==> src/rtl/cache_ctrl_pkg.sv <==
// Shared types for the cache controller: FSM states and the datapath mux-select encodings.
package cache_ctrl_pkg;

    localparam logic DATA_SEL_CPU_ENC  = 1'b0;
    localparam logic DATA_SEL_PMEM_ENC = 1'b1;
    localparam logic ADDR_SEL_CPU_ENC  = 1'b0;
    localparam logic ADDR_SEL_TAG_ENC  = 1'b1;

    typedef enum logic [1:0] {
        ST_IDLE      = 2'd0,
        ST_COMPARE   = 2'd1,
        ST_WRITEBACK = 2'd2,
        ST_FILL      = 2'd3
    } state_e;

    typedef enum logic {
        DSEL_CPU  = DATA_SEL_CPU_ENC,
        DSEL_PMEM = DATA_SEL_PMEM_ENC
    } data_sel_e;

    typedef enum logic {
        ASEL_CPU = ADDR_SEL_CPU_ENC,
        ASEL_TAG = ADDR_SEL_TAG_ENC
    } addr_sel_e;

endpackage

==> src/rtl/sat_counter.sv <==
// Saturating up-counter: increments on inc, sticks at all-ones instead of wrapping.
module sat_counter #(
    parameter int CNT_W = 16
) (
    input  logic             clk,
    input  logic             rst,
    input  logic             inc,
    output logic [CNT_W-1:0] count
);

    logic [CNT_W-1:0] count_q;

    // NOTE: sequential state is written with <= so every flop samples pre-edge values.
    always_ff @(posedge clk or posedge rst) begin
        if (rst) begin
            count_q <= '0;
        end else if (inc && (count_q != '1)) begin
            count_q <= count_q + CNT_W'(1);
        end
    end

    assign count = count_q;

endmodule

==> src/rtl/cache_control.sv <==
// Blocking write-back cache controller FSM with hit/miss performance counters.
module cache_control
    import cache_ctrl_pkg::*;
#(
    parameter int CNT_W = 16
) (
    input  logic             clk,
    input  logic             rst,
    input  logic             mem_read,
    input  logic             mem_write,
    input  logic             tag_hit,
    input  logic             line_valid,
    input  logic             line_dirty,
    input  logic             pmem_resp,
    output logic             mem_resp,
    output logic             pmem_read,
    output logic             pmem_write,
    output logic             load_data,
    output logic             load_tag,
    output logic             load_valid,
    output logic             load_dirty,
    output logic             valid_in,
    output logic             dirty_in,
    output logic             data_sel,
    output logic             addr_sel,
    output logic [CNT_W-1:0] hit_count,
    output logic [CNT_W-1:0] miss_count
);

    state_e state_q, state_d;
    logic   req;
    logic   hit;
    logic   hit_inc;
    logic   miss_inc;

    assign req = mem_read | mem_write;
    assign hit = tag_hit & line_valid;

    always_ff @(posedge clk or posedge rst) begin
        if (rst) begin
            state_q <= ST_IDLE;
        end else begin
            state_q <= state_d;
        end
    end

    // Outputs are decoded from the current state and inputs so a hit completes in the
    // COMPARE cycle itself; reset forcing IDLE therefore clears every strobe at once.
    always_comb begin
        // NOTE: every signal gets a default before the case so no path infers a latch.
        state_d    = state_q;
        mem_resp   = 1'b0;
        pmem_read  = 1'b0;
        pmem_write = 1'b0;
        load_data  = 1'b0;
        load_tag   = 1'b0;
        load_valid = 1'b0;
        load_dirty = 1'b0;
        valid_in   = 1'b0;
        dirty_in   = 1'b0;
        data_sel   = DSEL_CPU;
        addr_sel   = ASEL_CPU;
        hit_inc    = 1'b0;
        miss_inc   = 1'b0;

        case (state_q)
            ST_IDLE: begin
                if (req) state_d = ST_COMPARE;
            end
            ST_COMPARE: begin
                if (!req) begin
                    state_d = ST_IDLE;
                end else if (hit) begin
                    mem_resp = 1'b1;
                    hit_inc  = 1'b1;
                    state_d  = ST_IDLE;
                    if (mem_write) begin
                        load_data  = 1'b1;
                        data_sel   = DSEL_CPU;
                        load_dirty = 1'b1;
                        dirty_in   = 1'b1;
                    end
                end else begin
                    miss_inc = 1'b1;
                    state_d  = (line_valid && line_dirty) ? ST_WRITEBACK : ST_FILL;
                end
            end
            ST_WRITEBACK: begin
                pmem_write = 1'b1;
                addr_sel   = ASEL_TAG;
                if (pmem_resp) state_d = ST_FILL;
            end
            ST_FILL: begin
                pmem_read = 1'b1;
                addr_sel  = ASEL_CPU;
                if (pmem_resp) begin
                    load_data  = 1'b1;
                    data_sel   = DSEL_PMEM;
                    load_tag   = 1'b1;
                    load_valid = 1'b1;
                    valid_in   = 1'b1;
                    load_dirty = 1'b1;
                    dirty_in   = 1'b0;
                    state_d    = ST_COMPARE;
                end
            end
            default: state_d = ST_IDLE;
        endcase
    end

    sat_counter #(.CNT_W(CNT_W)) u_hit_cnt (
        .clk   (clk),
        .rst   (rst),
        .inc   (hit_inc),
        .count (hit_count)
    );

    sat_counter #(.CNT_W(CNT_W)) u_miss_cnt (
        .clk   (clk),
        .rst   (rst),
        .inc   (miss_inc),
        .count (miss_count)
    );

endmodule

==> config.mk <==
export PLATFORM = sky130hd
export DESIGN_NAME = cache_control
export DESIGN_NICKNAME = d
export VERILOG_FILES = /design/src/rtl/cache_ctrl_pkg.sv /design/src/rtl/sat_counter.sv /design/src/rtl/cache_control.sv
export SDC_FILE = /design/constraint.sdc
export NUM_CORES = 1
export LEC_CHECK = 0
export ABC_AREA = 1
export CAP_MARGIN = 20
export CORE_ASPECT_RATIO = 1.75
export CORE_UTILIZATION = 50
export CTS_CLUSTER_DIAMETER = 50
export DETAILED_ROUTE_END_ITERATION = 16
export PLACE_DENSITY_LB_ADDON = 0.05
export SYNTH_ARGS = -nofsm -noshare
export SYNTH_HDL_FRONTEND = slang
export SYNTH_SLANG_ARGS = --single-unit
==> constraint.sdc <==
create_clock -name clk -period 1.74 [get_ports clk]
set_input_delay 0.435 -clock clk [delete_from_list [all_inputs] [get_ports clk]]
set_output_delay 0.435 -clock clk [all_outputs]
set_load 0.01 [all_outputs]
==> qor.yml <==
async_flop_share_pct: 100
die_h_um: 92.0
syn-num-nets: 347
nFillCells: 368
grt_max_degree: 35
setup_tns_ps: 0
cpMaxStageDelayCell: "clkdlybuf4s50_1"
grt_pass1_wl_mm: 9.34
die_w_um: 53.4
clkTransAtPathRegs_ps: 80
power_leakage_nw: 1.66
synth_most_common_cell: "nand2_1"
worst-r2r-setup-slack_ps: 130
cp_cell_sequence: "clkdlybuf4s50_1"
ant_nets: 0
antenna_found_initial: 0
drive_gt1_share_pct: 25.2
r2r-end: "u_hit_cnt.count[14]$_DFFE_PP0P_"
endpoint_kind: "primary output"
start_util_pct: 52.6
hold_viol_final: 0
vdd_ir_drop_max_mv: 0.973
clk_path_buf_depth: 2
synth_top_cell_by_area: "dfrtp_1"
rsz0062_at_grt: "true"
cts_tree: "built"
hold_class: "input port to asynchronous set/reset pin"
synth_cell_types: 26
synth_edf_count: 0
grt_pass1_vias: 2189
dieArea_mm2: 0.00492
rows: 32
synthCells: 333
dp_hpwl_mm: 4.20
crit_required_ps: 1300
worst_slew_pin_slew_ps: 301
synth_compound_area_share_pct: 6.32
critPathMaxStageDelay_ps: 570
synth_fa_ha_area_share_pct: 3.24
relSlewSlack_pct: 79.9
yosys.area_share.simple_pct: 39.1
drv_cap: 0
synth_top_area_share_pct: 36.8
r2r_start: "u_hit_cnt.count[0]$_DFFE_PP0P_"
cp_top_family: "buffers and inverters"
worstPathBufferInverterCount: 1
wirelength_mm: 5.82
synth_area_mm2: 0.00231
power.density_mw_per_mm2: 1100
synth_top_family_by_area: "simple AND/OR/NAND/NOR gates"
maxSlewViolCount: 0
synth_xor_area_share_pct: 4.16
ys_seq_elements: 34
critPathKind: "register to primary output"
worstRegToRegCells: 10
overflow: 0
clk-insertion-delay-late_ps: 300
viasPerCell: 5.05
num_antenna_cells: 0
synth_common_cells: "nand2_1, inv_1, nor2_1"
start_kind: "register"
core-area_mm2: 0.00440
fin_crit_sh_pct: 98.9
cp.arrival_ps: 1290
grt_usage_pct: 25.7
max_freq_ghz: 0.581
synth_ff_type: "dfrtp_1"
cts-root-buf: "clkbuf_8"
final_nets: 433
synth_mux_area_share_pct: 0
io_buffers: 50
wl_per_cell_um: 12.4
worst-path-stages: 1
vias: 2378
ios: 51
ctsHoldBuffers: 0
cts_buffers: 5
synthTopCellsByArea: "dfrtp_1, nand2_1, inv_1"
route.detailed.drc: 0
ys_seq_area_share_pct: 36.8
cp_max_fo: 5
p_total_mw: 3.58
yosys_warnings: 0
skew_ps: 11.5
place_congestion: 0.816
fin_crit_ps: 1720
area_growth_pct: 41.2
finalSetupViolCount: 0
htreeDepth: 2
outcome: "finished, final reports clean"
drtIter0Drc: 52
syn_area_per_cell_um2: 6.95
clkSinkCount: 34
dr.pass1.iters: 4
per-stage QoR:
stage	setup WS (ps)	std cells	area [um^2]	hold WS (ps)	util (%)
after detailed placement	-522	448	3030	522	68.7
final	19.6	471	3270	500	74.2
after global routing	-36.7	471	3270	524	74.2
after global placement	-487	448	3030	523	68.7
after floorplan	62.1	333	2310	503	-
after CTS	0.592	456	3080	495	70.0
area by class of cell:
type,instances,area [um^2],share of cell area (%)
Clock inverter,2,13.8,0.421
Inverter,42,164,5.02
Clock buffer,6,72.6,2.22
Sequential cell,34,866,26.5
Multi-Input combinational cell,248,1280,39.2
Tap cell,51,63.8,1.95
Timing Repair Buffer,88,808,24.7
registers in the layout (all words and copies together), names as in the netlist:
name              count
state_q               2
u_hit_cnt.count      16
u_miss_cnt.count     16
what timing repair did:
action                                  CTS  global route
endpoints found under the setup margin   18            30
buffers inserted                          0            15
gates resized for setup                  54            30
pin swaps                                 1             3
endpoints found under the hold margin     0             0
worst max path at each step:
stage	from	endpoint	slack [ps]
after CTS	state_q[1]$_DFFE_PP0P_	mem_resp	0.6
after floorplan	state_q[1]$_DFFE_PP0P_	load_dirty	60
after global routing	state_q[1]$_DFFE_PP0P_	load_dirty	-40
final	u_hit_cnt.count[14]$_DFFE_PP0P_	hit_count[14]	20
after global placement	line_valid	load_data	-490
after detailed placement	line_valid	load_dirty	-520
worst reg2reg max path, stage by stage (launching register included):
cell and delay, ps:
dfrtp_1 390, ha_1 220, nand2_1 90, nor2_1 50, nand2_1 150, nor2_1 70, nor2_1 90, buf_4 190
clkinv_4 120, nand2_1 80, nand2_1 50
report_power, final:
group	total, mW	internal (mW)	leakage [nW]	switching [mW]
Sequential	1.19	0.980	0.433	0.214
Combinational	1.78	0.932	1.18	0.852
Clock	0.603	0.283	0.0452	0.320
Total	3.58	2.20	1.66	1.39
metal layers:
metal / GRT usage, % / up-vias / wire length, um
li1: - / 1200 / -
met1: 27.1 / 1110 / 2230
met2: 47.8 / 54 / 3260
met3: 4.81 / 14 / 191
met4: 8.33 / 0 / 146
met5: 0 / - / 0
cells in the final DEF (no fill, tap or decap), types with 5 or more instances in the layout:
cell and instances:
buf_2 8, buf_4 32, clkbuf_8 5, clkdlybuf4s50_1 29, dfrtp_1 22, dfrtp_2 12, dlymetal6s2s_1 7, inv_1 34
inv_2 6, nand2_1 129, nand2_2 7, nand3_1 13, nand4_1 11, nor2_1 35, nor2_4 5, o21ai_0 8
o21ai_1 5, o21ai_2 8, xor2_1 8
logic make-up after synthesis:
| kind of cell | after synthesis |
|---|---|
| simple gates | 208 |
| fa+ha+maj | 6 |
| flops | 34 |
| compound gates | 23 |
| buf+inv | 51 |
| xor+xnor | 11 |
(Power assumes the default switching activity.)
